### src/rtl/alu_arbiter.sv
// rtl/alu_arbiter.sv - round-robin two-port arbiter in front of a shared combinational ALU
//
// Purpose: shares one combinational ALU between port 0 (execute stage) and port 1
// (auxiliary unit). Requests are accepted in IDLE, operands are registered onto the
// ALU inputs, the ALU result is captured one cycle later, and the response is held
// for the owning port until it accepts it.
//
// Ports:
//   clk, rst_n                    clock, asynchronous active-low reset
//   req_valid[1:0]/req_ready[1:0] per-port request handshake
//   req_ctrl0/req_op1_0/req_op2_0 port 0 request fields
//   req_ctrl1/req_op1_1/req_op2_1 port 1 request fields
//   rsp_valid[1:0]/rsp_ready[1:0] per-port response handshake (rsp_valid one-hot)
//   rsp_result/rsp_eq/rsp_err     captured response
//   alu_op1/alu_op2/alu_ctrl      registered drive into the ALU
//   alu_out/alu_eq                ALU outputs
module alu_arbiter #(
    parameter int Data_Width = 32
) (
    input  logic                  clk,
    input  logic                  rst_n,
    input  logic [1:0]            req_valid,
    output logic [1:0]            req_ready,
    input  logic [3:0]            req_ctrl0,
    input  logic [Data_Width-1:0] req_op1_0,
    input  logic [Data_Width-1:0] req_op2_0,
    input  logic [3:0]            req_ctrl1,
    input  logic [Data_Width-1:0] req_op1_1,
    input  logic [Data_Width-1:0] req_op2_1,
    output logic [1:0]            rsp_valid,
    input  logic [1:0]            rsp_ready,
    output logic [Data_Width-1:0] rsp_result,
    output logic                  rsp_eq,
    output logic                  rsp_err,
    output logic [Data_Width-1:0] alu_op1,
    output logic [Data_Width-1:0] alu_op2,
    output logic [3:0]            alu_ctrl,
    input  logic [Data_Width-1:0] alu_out,
    input  logic                  alu_eq
);

    typedef enum logic [1:0] {
        IDLE = 2'd0,
        EXEC = 2'd1,
        RESP = 2'd2
    } state_t;

    state_t                state;
    state_t                state_nxt;
    logic                  last_grant;
    logic                  owner;
    logic                  err_q;

    logic                  grant_port;
    logic                  accept;
    logic [3:0]            sel_ctrl;
    logic [Data_Width-1:0] sel_op1;
    logic [Data_Width-1:0] sel_op2;
    logic                  sel_illegal;

    // Round-robin: on contention the port that did not win last time is chosen.
    // last_grant resets to 1 so port 0 wins the first contended request.
    always_comb begin
        grant_port = 1'b0;
        if (req_valid == 2'b11) begin
            grant_port = ~last_grant;
        end else if (req_valid[1]) begin
            grant_port = 1'b1;
        end
    end

    assign accept = (state == IDLE) && (|req_valid);

    // rst_n gating keeps req_ready low while reset is held, even with requests pending.
    always_comb begin
        req_ready = 2'b00;
        if (accept && rst_n) begin
            req_ready[grant_port] = 1'b1;
        end
    end

    assign sel_ctrl    = grant_port ? req_ctrl1 : req_ctrl0;
    assign sel_op1     = grant_port ? req_op1_1 : req_op1_0;
    assign sel_op2     = grant_port ? req_op2_1 : req_op2_0;
    assign sel_illegal = (sel_ctrl >= 4'hA) && (sel_ctrl <= 4'hE);

    always_comb begin
        rsp_valid = 2'b00;
        if (state == RESP) begin
            rsp_valid[owner] = 1'b1;
        end
    end

    always_comb begin
        state_nxt = state;
        case (state)
            IDLE: if (accept) state_nxt = EXEC;
            EXEC: state_nxt = RESP;
            RESP: if (rsp_ready[owner]) state_nxt = IDLE;
            default: state_nxt = IDLE;
        endcase
    end

    always_ff @(posedge clk or negedge rst_n) begin
        if (!rst_n) begin
            state      <= IDLE;
            last_grant <= 1'b1;
            owner      <= 1'b0;
            err_q      <= 1'b0;
            rsp_result <= '0;
            rsp_eq     <= 1'b0;
            rsp_err    <= 1'b0;
            alu_op1    <= '0;
            alu_op2    <= '0;
            alu_ctrl   <= 4'b0000;
        end else begin
            state <= state_nxt;
            case (state)
                IDLE: begin
                    if (accept) begin
                        owner      <= grant_port;
                        last_grant <= grant_port;
                        err_q      <= sel_illegal;
                        // Illegal codes park the ALU on a harmless all-zero operation.
                        alu_ctrl   <= sel_illegal ? 4'b0000 : sel_ctrl;
                        alu_op1    <= sel_illegal ? '0 : sel_op1;
                        alu_op2    <= sel_illegal ? '0 : sel_op2;
                    end
                end
                EXEC: begin
                    rsp_result <= err_q ? '0 : alu_out;
                    rsp_eq     <= alu_eq & ~err_q;
                    rsp_err    <= err_q;
                end
                default: ;
            endcase
        end
    end

endmodule

### config.mk
export PLATFORM = sky130hd
export DESIGN_NAME = alu_arbiter
export DESIGN_NICKNAME = d
export VERILOG_FILES = /design/src/rtl/alu_arbiter.sv
export SDC_FILE = /design/constraint.sdc
export NUM_CORES = 1
export LEC_CHECK = 0
export ABC_AREA = 1
export CORE_UTILIZATION = 35
export DETAILED_ROUTE_END_ITERATION = 12
export GPL_ROUTABILITY_DRIVEN = 0
export PLACE_DENSITY_LB_ADDON = 0.25
export SLEW_MARGIN = 10
export SYNTH_ARGS = -nofsm -noshare
export SYNTH_HDL_FRONTEND = slang
export SYNTH_SLANG_ARGS = --single-unit
### constraint.sdc
create_clock -name clk -period 1.51 [get_ports clk]
set_clock_uncertainty 0.05 [all_clocks]
set_input_delay 0.2265 -clock clk [delete_from_list [all_inputs] [get_ports clk]]
set_output_delay 0.2265 -clock clk [all_outputs]
set_load 0.01 [all_outputs]
[After elaboration in Yosys (flattened, before gate mapping)]
Index checks and enable logic that the tools add are counted.
Word-level totals
  register bits: 107
  output and inout port bits: 106
  word-level logic and storage cells: 53
Operators by class
  order comparisons: 6
  equal/unequal tests: 5
  multiplexer cells: 20
  bitwise gates (word level): 3
  reduce and logical (&&, ||, !) cells: 9
Operators by type and width (number)
  $mux 32: 5
  $mux 2: 4
  $mux 4: 2
  $mux 1: 6
  $pmux 2 s3: 1
  $logic_and 1x1->1: 5
  $eq 2x2->1 const B: 2
  $ge 4x4->1 const B: 1
  $le 4x4->1 const B: 1
  $lt 1x2->1 const B: 2
  $reduce_and 2->1: 2
  $demux 1 s1: 2
  $eq 2x1->1 const B: 1
  $ge 1x1->1 const B: 2
  $logic_not 2->1: 1
  $ne 2x1->1 const B: 1
  $ne 2x2->1 const B: 1
  $not 1->1: 2
  $reduce_or 2->1: 1
  $and 1x1->1: 1

[Logic depth before layout (Yosys ltp)]
  depth after elaboration: 7
  mapped depth: 10

[Worst setup path after synthesis]
Ideal clock, no wire load.
  path kind: flip-flop to output port
  from: register last_grant
  to: output port req_ready[0]
  arrival time: 1.237 ns
  required time: 1.233 ns
  path slack: -0.003 ns
  stages on the path, launching flop included: 6
  path through: dfstp_2 nand2_4 nand2_8 inv_2 clkbuf_1 nor3_1
On the way
  longest elaborated chain between the ends: 7
  elaborated cells on any way between the ends: 8
RTL lines
  start, declared: line 50  | logic last_grant;
  start signal, assigned: line 122  | last_grant <= grant_port;
  $not 1->1 *: line 66  | grant_port = ~last_grant;
  $mux 1 *: line 65  | if (req_valid == 2'b11) begin
  $lt 1x2->1 (implied by the code) or $ge 1x1->1 (tied branches): line 78  | req_ready[grant_port] = 1'b1;
  $logic_and 1x1->1 (implied by the code): line 78
  $mux 1 (implied by the code): line 78
  $demux 1 s1 *: line 78
  $mux 2 *: line 77  | if (accept && rst_n) begin
  end, declared: line 23  | output logic [1:0] req_ready,
Every way passes the cells marked *; elsewhere a longest branch is shown, timed or not.

[Worst setup path in the final report]
  from: register state[0]
  to: output port req_ready[0]
On the way
  longest elaborated chain between the ends: 4
RTL lines
  start, declared: line 48  | state_t state;
  start signal, assigned: line 117  | state <= state_nxt;
  $logic_not 2->1: line 72  | assign accept = (state == IDLE) && (|req_valid);
  $logic_and 1x1->1: line 72
  $logic_and 1x1->1: line 77
  $mux 2: line 77
Every way passes these cells.

==> results_dict.tcl <==
set metrics [dict create \
    synthXorXnorAreaFrac_pct 0 \
    final_common_cell "nand2_1" \
    yosys.area_share.simple_pct 28.9 \
    numCtsBuffers 9 \
    end_kind "output port" \
    top_layer_used "met4" \
    hold_ws_ns 0.423 \
    crit_arrival_ns 1.36 \
    layout_min_cycle_time_ns 1.64 \
    die_area_um2 15000 \
    path_buf_inv 2 \
    worst_path_largest_cell_delay_ns 0.39 \
    start_kind "flop" \
    syn_to_final_growth_pct 66.7 \
    numPortBuffers 280 \
    root_buffer "clkbuf_16" \
    dr_wl_met2_mm 7.25 \
    synth_seq_cells 107 \
    wire_per_inst_um 14.0 \
    report.final.slew_viol_count 0 \
    criticalPathCategory "reg2out" \
    cp_slowest_cell "dfrtp_1" \
    clk_pin_slew_ns 0.07 \
    drc 0 \
    synth_top_family_by_area "simple AND/OR/NAND/NOR gates" \
    max_cap_violations 0 \
    worst_pin_slew_ns 0.576 \
    worstHoldPathType "reg2reg" \
    die-height_um 122 \
    cp.required_ns 1.23 \
    syn-instance-count 637 \
    post-route-period-util_pct 109 \
    dr.pass1.iters 4 \
    worstReg2RegStart "last_grant" \
    overflow 0 \
    rsz0062_at_grt "yes" \
    insertion_delay_ns 0.34 \
    power.density_nw_per_um2 1580 \
    coreArea_um2 14000 \
    place_area_um2 8190 \
    synth_mux_area_share_pct 0 \
    row_count 43 \
    nets 1093 \
    drtIter0Drc 214 \
    cp_top_family "flip-flops" \
    synth-adder-area-share_pct 0 \
    hold_viol 0 \
    min_from "alu_op2[25]" \
    critPathMaxFanout 2 \
    yosysSeqAreaShare_pct 52.9 \
    initial_core_util_pct 36.2 \
    antenna_found_initial 0 \
    vdd_drop_max_mv 0.812 \
    fp.dieW_um 122 \
    grt_usage_pct 20.5 \
    crit_chain "nor2_2 -> buf_6 -> o21ai_4 -> nor3_2 -> buf_2" \
    mostFrequentLayoutCells "nand2_1 (349), clkdlybuf4s50_1 (173), dfrtp_1 (106)" \
    fin_ws_ns -0.130 \
    ant_nets 0 \
    synthTopCellsByArea "dfrtp_1 (52%), nand2_1 (26%), a21oi_1 (6.4%), a22o_1 (5.7%), buf_2 (2.5%)" \
    synth_top_area_share_pct 52.3 \
    io_pins 281 \
    fmax_mhz 610 \
    synth_area_um2 5070 \
    drt_wl_total_mm 15.4 \
    synth_compound_area_share_pct 12.7 \
    setup_viol 70 \
    final_cells 1102 \
    slew_headroom_pct 61.6 \
    yosysUniqueCellTypes 24 \
    num-fill-cells 1290 \
    status "finished, violations left" \
    grt_pass1_wl_mm 23.7 \
    grt_pass1_vias 4886 \
    violations "setup timing" \
    yosys.area.top_type "dfrtp_1" \
    cts.sinks 107 \
    cts-htree-levels 3 \
    antenna_cells 0 \
    placed_cells 1086 \
    viasPerCell 4.62 \
    dp_hpwl_mm 11.0 \
    cts_setup_buffers 0 \
    cts_tree "built" \
    utilization_pct 60.4 \
    startpoint "state[0]" \
    wl_met1_mm 6.66 \
    clk_path_buf_depth 2 \
    multi_input_area_um2 2140 \
    postSynthAreaPerCell_um2 7.96 \
    fin_area_um2 8450 \
    p_leak_nw 4.43 \
    wl_met3_mm 1.23 \
    ys_warn_count 0 \
    grt_max_degree 108 \
    vias 5095 \
    synth_nets 812 \
    post_route_cells_drive_above_1_share_pct 7.59 \
    regArea_um2 2680 \
]
-- routing by layer --
metal,vias up,GRT usage [%]
met3,15,5.25
met1,2301,25.2
met4,0,6.94
met2,198,34.7
met5,-,0
li1,2581,-
-- state kept, by name, summed over array words and instances (netlist names) --
register and flops:
owner 1, err_q 1, rsp_eq 1, rsp_result 32
last_grant 1, alu_op1 32, state 2, rsp_err 1
alu_ctrl 4, alu_op2 32
-- synthesized netlist by cell type --
cell type,number
dfstp_2,1
nand3_2,2
a22o_1,33
clkbuf_1,9
nor3_1,1
nor2_2,1
nand3_1,3
inv_1,7
inv_2,3
a21oi_1,65
o21ai_2,2
buf_8,2
nand2_1,352
buf_4,6
nand3b_1,2
nand2_8,1
nor2_1,10
o21ai_0,2
nand2_4,1
buf_6,1
buf_2,25
nand4_1,1
nand2_2,1
dfrtp_1,106
-- repair_timing --
| item | CTS | global route |
|---|---|---|
| resized for setup | 132 | 6 |
| pin swaps | 3 | 1 |
| endpoints found under the setup margin | 170 | 76 |
| hold endpoints to repair | 106 | 28 |
-- final timing paths --
path                                end  slack, ns  cells past startpoint
max in group asynchronous   alu_op2[18]       0.41                      3
min                         alu_op2[25]       0.42                      2
max reg2reg                  alu_op2[9]      -0.11                      9
min in group asynchronous   alu_op2[16]       0.54                      3
max                        req_ready[0]      -0.13                      5
min reg2reg                 alu_op2[25]       0.42                      2
-- area by class of cell --
class / count / share of cell area [%]
clock inverter: 4 / 0.578
timing repair buffer: 313 / 36.3
inverter: 10 / 0.444
clock buffer: 11 / 2.99
multi-input combinational: 477 / 25.3
sequential: 107 / 31.7
tap: 180 / 2.67
-- where the power goes --
group          switching, W  internal (W)  leakage [nW]
sequential         0.000540       0.00400          1.38
combinational       0.00340       0.00300          2.90
clock               0.00101       0.00137         0.152
-- cells by family after synthesis --
family,Yosys count
AO/OA/AOI/OAI,102
flip-flops,107
buffers and inverters,53
AND/OR/NAND/NOR,375
-- stage by stage --
stage                     setup WS [ns]  power (W)  setup TNS [ns]
after floorplan                  0.0354    0.00793               0
after global placement           -0.448     0.0116          -28.07
after detailed placement         -0.461     0.0117          -29.95
after CTS                        -0.158     0.0136           -6.79
after global routing             -0.214     0.0143          -12.42
final                            -0.130     0.0133           -6.22
-- worst register-to-register path, stage by stage, from the launching register on --
cell	delay, ns
dfstp_2	0.56
nand2_4	0.08
buf_6	0.13
nand3b_1	0.08
nand2_2	0.07
nand2_2	0.09
nand3_4	0.13
buf_12	0.20
nand2_1	0.08
nand2_1	0.04
(Power assumes the default switching activity.)
